`config.mk`:
```
export PLATFORM = sky130hd
export DESIGN_NAME = iq_uart_streamer
export DESIGN_NICKNAME = d
export VERILOG_FILES = /design/src/rtl/iq_uart_streamer.sv
export SDC_FILE = /design/constraint.sdc
export NUM_CORES = 1
export LEC_CHECK = 0
export ABC_AREA = 1
export CORE_AREA = 2 2 147 149
export CTS_CLUSTER_SIZE = 28
export DETAILED_ROUTE_END_ITERATION = 10
export DIE_AREA = 0 0 149 151
export GPL_TIMING_DRIVEN = 0
export PLACE_DENSITY_LB_ADDON = 0.05
export RECOVER_POWER = 50
export SYNTH_ARGS = -nofsm -noshare
export SYNTH_HDL_FRONTEND = slang
export SYNTH_SLANG_ARGS = --single-unit
```
`constraint.sdc`:
```
create_clock -name osc_clk -period 4.3 [get_ports osc_clk]
set_clock_uncertainty 0.15 [all_clocks]
set_input_delay 0.645 -clock osc_clk [delete_from_list [all_inputs] [get_ports osc_clk]]
set_output_delay 0.645 -clock osc_clk [all_outputs]
set_load 0.01 [all_outputs]
```
`src/rtl/iq_uart_streamer.sv`:
```
// ---------------------------------------------------------------------------
// iq_uart_streamer
// Packs decimated I/Q sample pairs into 5-byte frames
//   {SYNC_BYTE, SEQ, I, Q, CHK = SEQ+I+Q mod 256}
// and hands them one byte at a time to uart_tx through its DV/Active/Done
// handshake. Incoming pairs are buffered in a small FIFO so that bursts of
// samples can be absorbed while the serial link is busy.
//
// Ports
//   osc_clk       in   system clock, all logic on rising edge
//   reset_n       in   synchronous active-low reset
//   i_enable      in   1 = accept new samples into the FIFO
//   i_smp_valid   in   one-cycle strobe, i_I/i_Q valid
//   i_I, i_Q      in   8-bit two's complement samples
//   o_Tx_DV       out  one-cycle pulse, o_Tx_Byte valid for uart_tx
//   o_Tx_Byte     out  byte to transmit, held until the next DV
//   i_Tx_Active   in   uart_tx busy shifting a byte
//   i_Tx_Done     in   uart_tx one-cycle byte-finished pulse
//   o_overflow    out  sticky, a sample was dropped on a full FIFO
//   o_fifo_level  out  number of pairs currently stored
//   o_busy        out  1 whenever the frame FSM is not idle
// ---------------------------------------------------------------------------
module iq_uart_streamer #(
    parameter int unsigned FIFO_DEPTH = 8,
    parameter logic [7:0]  SYNC_BYTE  = 8'hA5
) (
    input  logic                          osc_clk,
    input  logic                          reset_n,
    input  logic                          i_enable,
    input  logic                          i_smp_valid,
    input  logic [7:0]                    i_I,
    input  logic [7:0]                    i_Q,
    output logic                          o_Tx_DV,
    output logic [7:0]                    o_Tx_Byte,
    input  logic                          i_Tx_Active,
    input  logic                          i_Tx_Done,
    output logic                          o_overflow,
    output logic [$clog2(FIFO_DEPTH):0]   o_fifo_level,
    output logic                          o_busy
);

    localparam int unsigned PTR_W  = $clog2(FIFO_DEPTH);
    localparam int unsigned LVL_W  = PTR_W + 1;
    localparam int unsigned PAIR_W = 16;
    localparam int unsigned IDX_W  = 3;

    localparam logic [1:0] S_IDLE      = 2'd0;
    localparam logic [1:0] S_SEND      = 2'd1;
    localparam logic [1:0] S_WAIT_DONE = 2'd2;
    localparam logic [1:0] S_GAP       = 2'd3;

    localparam logic [IDX_W-1:0] LAST_IDX = IDX_W'(4);

    // -----------------------------------------------------------------------
    // Sample-pair FIFO
    // -----------------------------------------------------------------------
    logic [PAIR_W-1:0] mem [FIFO_DEPTH];
    logic [PTR_W-1:0]  wr_ptr;
    logic [PTR_W-1:0]  rd_ptr;
    logic [LVL_W-1:0]  level;
    logic [PAIR_W-1:0] rd_data;
    logic              full;
    logic              push;
    logic              pop;
    logic              drop;
    logic              overflow;

    // FSM registers
    logic [1:0]        state;
    logic [1:0]        state_n;
    logic [IDX_W-1:0]  idx;
    logic [IDX_W-1:0]  idx_n;
    logic [7:0]        seq;
    logic [7:0]        seq_n;
    logic [7:0]        frm_i;
    logic [7:0]        frm_i_n;
    logic [7:0]        frm_q;
    logic [7:0]        frm_q_n;
    logic [7:0]        frm_chk;
    logic [7:0]        frm_chk_n;
    logic              tx_dv;
    logic              tx_dv_n;
    logic [7:0]        tx_byte;
    logic [7:0]        tx_byte_n;
    logic              busy;
    logic              busy_n;
    logic [7:0]        cur_byte;

    assign full    = (level == LVL_W'(FIFO_DEPTH));
    assign rd_data = mem[rd_ptr];

    // A pair is taken only from IDLE while uart_tx is quiet
    assign pop  = (state == S_IDLE) && (level != '0) && !i_Tx_Active;

    // A concurrent pop frees a slot, so a full FIFO can still accept
    assign push = i_smp_valid && i_enable && (!full || pop);
    assign drop = i_smp_valid && i_enable && full && !pop;

    // Storage array, no reset needed: pointers/level define validity
    always_ff @(posedge osc_clk) begin
        if (push) begin
            mem[wr_ptr] <= {i_I, i_Q};
        end
    end

    // Pointers, occupancy and sticky overflow flag
    always_ff @(posedge osc_clk) begin
        if (!reset_n) begin
            wr_ptr   <= '0;
            rd_ptr   <= '0;
            level    <= '0;
            overflow <= 1'b0;
        end else begin
            if (push) begin
                wr_ptr <= wr_ptr + PTR_W'(1);
            end
            if (pop) begin
                rd_ptr <= rd_ptr + PTR_W'(1);
            end
            level <= level + LVL_W'(push) - LVL_W'(pop);
            if (drop) begin
                overflow <= 1'b1;
            end
        end
    end

    // -----------------------------------------------------------------------
    // Frame byte selection
    // -----------------------------------------------------------------------
    always_comb begin
        cur_byte = SYNC_BYTE;
        case (idx)
            3'd0:    cur_byte = SYNC_BYTE;
            3'd1:    cur_byte = seq;
            3'd2:    cur_byte = frm_i;
            3'd3:    cur_byte = frm_q;
            default: cur_byte = frm_chk;
        endcase
    end

    // -----------------------------------------------------------------------
    // Frame FSM: state register
    // -----------------------------------------------------------------------
    always_ff @(posedge osc_clk) begin
        if (!reset_n) begin
            state   <= S_IDLE;
            idx     <= '0;
            seq     <= '0;
            frm_i   <= '0;
            frm_q   <= '0;
            frm_chk <= '0;
            tx_dv   <= 1'b0;
            tx_byte <= '0;
            busy    <= 1'b0;
        end else begin
            state   <= state_n;
            idx     <= idx_n;
            seq     <= seq_n;
            frm_i   <= frm_i_n;
            frm_q   <= frm_q_n;
            frm_chk <= frm_chk_n;
            tx_dv   <= tx_dv_n;
            tx_byte <= tx_byte_n;
            busy    <= busy_n;
        end
    end

    // Frame FSM: next state and registered-output values
    always_comb begin
        state_n   = state;
        idx_n     = idx;
        seq_n     = seq;
        frm_i_n   = frm_i;
        frm_q_n   = frm_q;
        frm_chk_n = frm_chk;
        tx_dv_n   = 1'b0;
        tx_byte_n = tx_byte;

        case (state)
            S_IDLE: begin
                if (pop) begin
                    frm_i_n   = rd_data[15:8];
                    frm_q_n   = rd_data[7:0];
                    frm_chk_n = 8'(seq + rd_data[15:8] + rd_data[7:0]);
                    idx_n     = '0;
                    state_n   = S_SEND;
                end
            end
            S_SEND: begin
                tx_dv_n   = 1'b1;
                tx_byte_n = cur_byte;
                state_n   = S_WAIT_DONE;
            end
            S_WAIT_DONE: begin
                if (i_Tx_Done) begin
                    if (idx == LAST_IDX) begin
                        seq_n   = seq + 8'd1;
                        state_n = S_IDLE;
                    end else begin
                        idx_n   = idx + IDX_W'(1);
                        state_n = S_GAP;
                    end
                end
            end
            S_GAP: begin
                // Never raise DV while uart_tx is still shifting
                if (!i_Tx_Active) begin
                    state_n = S_SEND;
                end
            end
            default: begin
                state_n = S_IDLE;
            end
        endcase

        busy_n = (state_n != S_IDLE);
    end

    assign o_Tx_DV      = tx_dv;
    assign o_Tx_Byte    = tx_byte;
    assign o_overflow   = overflow;
    assign o_fifo_level = level;
    assign o_busy       = busy;

endmodule

```
## Word level (Yosys, flattened, before mapping)

Memory sizes are Yosys's and may differ from the RTL's. A register that Yosys moved wholly into a read port is not among the register bits.
Cells that the tools add are included.

| storage, ports and cells | value |
|---|---|
| memories | 1 |
| flip-flop bits (word level) | 58 |
| input bits | 22 |
| output and inout port bits | 15 |
| memory bits (writable) | 128 |

Memories:

| memory | depth | width | read ports | clocked after Yosys merged registers in | write ports | RTL line | source |
|---|---|---|---|---|---|---|---|
| mem | 8 | 16 | 1 | 1 | 1 | 57 | `logic [PAIR_W-1:0] mem [FIFO_DEPTH];` |

| cells by class | value |
|---|---|
| muxes and demuxes | 15 |
| reduce and logical (&&, ||, !) cells | 18 |
| add/sub/neg operators | 8 |
| equal/unequal tests | 11 |

Operators by type and width:

| cell | number |
|---|---|
| 8-bit case mux with 4 select lines | 1 |
| 8-bit adder | 2 |
| 3-bit 2-to-1 mux | 5 |
| 3-bit by 1-bit adder with 3-bit output, second input constant | 3 |
| 8-bit by 1-bit adder with 8-bit output, second input constant | 1 |
| 2-bit 2-to-1 mux | 4 |
| 2-bit case mux with 4 select lines | 1 |
| 3-bit by 2-bit == test with 1-bit output, second input constant | 2 |
| 1-bit logical AND | 6 |
| 2-bit != test, second input constant | 3 |
| 3-bit case mux with 2 select lines | 1 |
| 4-bit by 1-bit adder with 4-bit output | 1 |
| 2-bit == test, second input constant | 2 |
| 4-bit == test, second input constant | 1 |
| 4-bit AND reduction | 1 |
| 2-bit nonzero test | 2 |
| 4-bit nonzero test | 1 |
| 4-bit by 1-bit subtractor with 4-bit output | 1 |
| 3-bit by 1-bit == test with 1-bit output, second input constant | 1 |
| 3-bit == test, second input constant | 1 |
| 1-bit zero test | 3 |
| 3-bit zero test | 1 |
| 1-bit 2-to-1 mux | 3 |
| 3-bit AND reduction | 1 |
| other kinds (4) | 4 |

## Longest topological paths before layout

| depth | value |
|---|---|
| word-level depth | 7 |
| mapped depth | 23 |
| mapped depth without buffers | 20 |

## Least setup slack after synthesis

No wires, ideal clock.

| timing | value |
|---|---|
| kind | flip-flop to flip-flop |
| start point | register (tool-made name) |
| end point | register frm_chk[7] |
| required time | 4.041 ns |
| buffers on the path | 3 |
| path slack | 1.124 ns |
| stages on the path, launching flop included | 24 |
| setup time | 0.109 ns |
| arrival time | 2.918 ns |
| cells stage by stage | dfxtp_1 buf_6 inv_8 buf_12 buf_6 nor2_1 o22ai_1 nand2_1 o21a_1 inv_1 fa_1 ha_1 inv_1 fa_1 inv_1 nand4_1 nand3_1 nand2_1 nand2_1 inv_1 nand3_1 nand3_1 nand2_1 inv_1 |

RTL lines:

| item | RTL line | source |
|---|---|---|
| end signal, assigned | 161 | `frm_chk <= frm_chk_n;` |
| end, declared | 79 | `logic [7:0] frm_chk;` |

==> impl_metrics.env <==
export IMPL_outcome="complete, no violations"
export IMPL_r2r_end="frm_chk[7]$_SDFFE_PN0P_"
export IMPL_dp_slack_ps=444.1
export IMPL_hp_start="rd_ptr[2]$_SDFFE_PN0N_"
export IMPL_crit_required_ps=4480
export IMPL_postSynth_asyncResetShare_pct=0
export IMPL_grt_max_degree=18
export IMPL_drive_above_1_share_pct=10.28
export IMPL_syn_inst=781
export IMPL_hpwl_um=14810
export IMPL_peakVddDrop_mv=0.2838
export IMPL_report_final_slew_viol_count=0
export IMPL_r2r_cells=18
export IMPL_insertion_delay_ps=430
export IMPL_clockRootBuffer="clkbuf_16"
export IMPL_critPathSlowestCell="fa_1"
export IMPL_min_delay_path_depth=2
export IMPL_antenna_found_initial=1
export IMPL_ant_nets=0
export IMPL_routed_wl_um=20780
export IMPL_buffer_ports_inserted=36
export IMPL_cts_tree="yes"
export IMPL_globalRouteTotalUtil_pct=19.34
export IMPL_netlist_area_leader_share_pct=46.45
export IMPL_drt_iter0_markers=408
export IMPL_fin_util_pct=46.59
export IMPL_cpPeakStageDelay_ps=540
export IMPL_viasPerCell=5.130
export IMPL_clk_pin_slew_ps=70
export IMPL_mostFrequentLayoutCells="edfxtp_1 (128), nor2_1 (91), inv_1 (90), o21ai_0 (85), nand2_1 (82)"
export IMPL_post_route_period_util_pct=88.48
export IMPL_slew_headroom_pct=51.54
export IMPL_grt_pass1_vias=5706
export IMPL_cts_max_level=4
export IMPL_crit_arrival_ps=3990
export IMPL_grt_ovfl_total=0
export IMPL_p_per_area_nw_per_um2=665.1
export IMPL_worst_slack_ps=495.6
export IMPL_drcViolationCount=0
export IMPL_max_freq_mhz=262.9
export IMPL_core_area_um2=20820
export IMPL_hold_viol_final=0
export IMPL_path_common_cell="inv_1"
export IMPL_path_max_fanout=10
export IMPL_leakagePower_nw=3.670
export IMPL_grt_pass1_wl_um=32180
export IMPL_hold_class="reg -> reg"
export IMPL_final_common_cell="edfxtp_1"
export IMPL_end_kind="register"
export IMPL_cts_sink_count=189
export IMPL_post_cts_buffers=0
export IMPL_worstPathCellList="inv_1, clkbuf_1, o21a_1, inv_1, fa_1, ha_1, inv_1, fa_1, inv_1, nand4_1, nand3_1, nand2_1, nand2_1, inv_1, nand3_1, nand3_1, nand2_1, inv_1"
export IMPL_fillers=1954
export IMPL_routedWlPerCell_um=18.37
export IMPL_finalSetupViolations=0
export IMPL_rows=53
export IMPL_worst_pin_slew_ps=726.9
export IMPL_tns_ps=0
export IMPL_diodes=0
export IMPL_seqCellArea_um2=5065
export IMPL_first_pass_iters=5
export IMPL_fin_nets=895
export IMPL_synth_largest_area_cell="edfxtp_1"
export IMPL_syn_avg_cell_area_um2=10.60
export IMPL_cts_hold_buffers=0
export IMPL_initial_core_util_pct=39.74
export IMPL_crit_type="reg -> reg"
export IMPL_synth_nets=832
export IMPL_ios=37
export IMPL_layout_min_cycle_time_ps=3804
export IMPL_regToRegSetupSlack_ps=500
export IMPL_synth_cell_types=42
export IMPL_synth_seq_cells=189
export IMPL_ctsResizeCount=0
export IMPL_area_growth_pct=17.24
export IMPL_drv_cap=0
export IMPL_die_h_um=151
export IMPL_cts_buffers=17
export IMPL_multi_input_area_um2=2618
export IMPL_cts_buffer_depth=2
export IMPL_gp_congestion=0.8342
export IMPL_synth_edf_count=128
export IMPL_synth_area_leaders="edfxtp_1 (46%), dfxtp_1 (15%), o21ai_0 (5.1%)"
export IMPL_ys_seq_area_share_pct=61.20
export IMPL_startpoint_type="register"
export IMPL_syn_area_um2=8275
export IMPL_synth_warnings=0
export IMPL_vias=5802
export IMPL_rsz0062_at_grt="false"
export IMPL_yosys_most_used_dff="edfxtp_1"
export IMPL_die_x_um=149
export IMPL_die_area_um2=22500
-- per-stage QoR --
step / instances / total power, W / area [µm²] / hold slack (ps)
global route: 1131 / 0.006902 / 9702 / 335.4
floorplan: 781 / 0.004135 / 8275 / 283.4
detailed placement: 1100 / 0.004990 / 9145 / 302.6
finish: 1131 / 0.006452 / 9702 / 311.5
global placement: 1092 / 0.004933 / 8980 / 293.8
CTS: 1131 / 0.006509 / 9704 / 314.6
-- metal layers --
metal	wire (µm)	part of all wire, %	vias to the layer above	GRT usage (%)
li1	-	-	2816	-
met5	16	0.077	-	0
met4	452	2.2	2	6.286
met1	9183	44	2829	24.14
met2	10350	50	126	33.78
met3	773	3.7	29	3.855
-- worst max-delay path by stage --
stage	start	to	slack, ps	depth (start not counted)
floorplan	register	frm_chk[7]$_SDFFE_PN0P_	1120	23
CTS	register	frm_chk[7]$_SDFFE_PN0P_	450	18
global route	register	frm_chk[7]$_SDFFE_PN0P_	80	21
detailed placement	register	frm_chk[7]$_SDFFE_PN0P_	440	18
global placement	i_Tx_Active	mem[4][2]$_DFFE_PP_	200	8
finish	register	frm_chk[7]$_SDFFE_PN0P_	500	18
-- cell families after synthesis --
kind of cell    share of synthesized area (%)
flops                                   61.20
compound gates                          14.15
buf+inv                                 7.378
simple gates                            11.43
xor+xnor                               0.6350
fa+ha+maj                               5.201
-- critical path, delay by kind of cell (launching register included) --
family                     cells  cell delay (ps)
and+or+nand+nor                7              570
buffers and inverters          7             1110
DFF                            1              420
AOI/OAI and AO/OA              1              320
adders and majority gates      3             1120
-- power breakdown --
| group | switching [W] | internal (W) | leakage [nW] |
|---|---|---|---|
| combinational | 0.00167 | 0.000994 | 1.75 |
| sequential | 0.000124 | 0.00215 | 1.66 |
| clock | 0.000709 | 0.000811 | 0.267 |
| total | 0.00250 | 0.00395 | 3.67 |
-- flip-flops by register name, indices dropped and copies added, names as in the netlist, 4 cells and up, named ones only --
register	count
o_fifo_level	4
frm_chk	8
frm_i	8
seq	8
mem	128
frm_q	8
o_Tx_Byte	8
-- synthesized netlist by cell type, types with 2 or more instances --
cell type and instances:
a31oi_1 2, o2111ai_1 2, nand2_1 82, buf_2 6, o21ai_1 11, nor3_1 6
a221oi_1 2, inv_1 89, nor2_1 98, dfxtp_1 61, nand3_2 2, clkbuf_1 13
fa_1 9, o22ai_1 26, o211ai_1 6, nor2_2 3, buf_12 2, inv_2 3
buf_8 2, xor2_1 4, nand4_1 3, o21a_1 12, ha_1 20, a211oi_1 2
xnor2_1 2, edfxtp_1 128, o21ai_2 2, o21ai_0 85, nand2_2 4, a21oi_1 40
nand3_1 24, a21oi_2 8, buf_4 6, o221ai_1 4, buf_6 5
-- cell type report --
type	instances	area share, %
repair buffers	44	5.210
clock buffers	18	4.424
well taps	275	3.547
flip-flops and latches	189	52.21
inverters	93	3.676
multi-input cells	464	26.98
plain buffers	35	2.618
clock inverters	13	1.341
No activity file was read; power rests on OpenSTA's default activity.
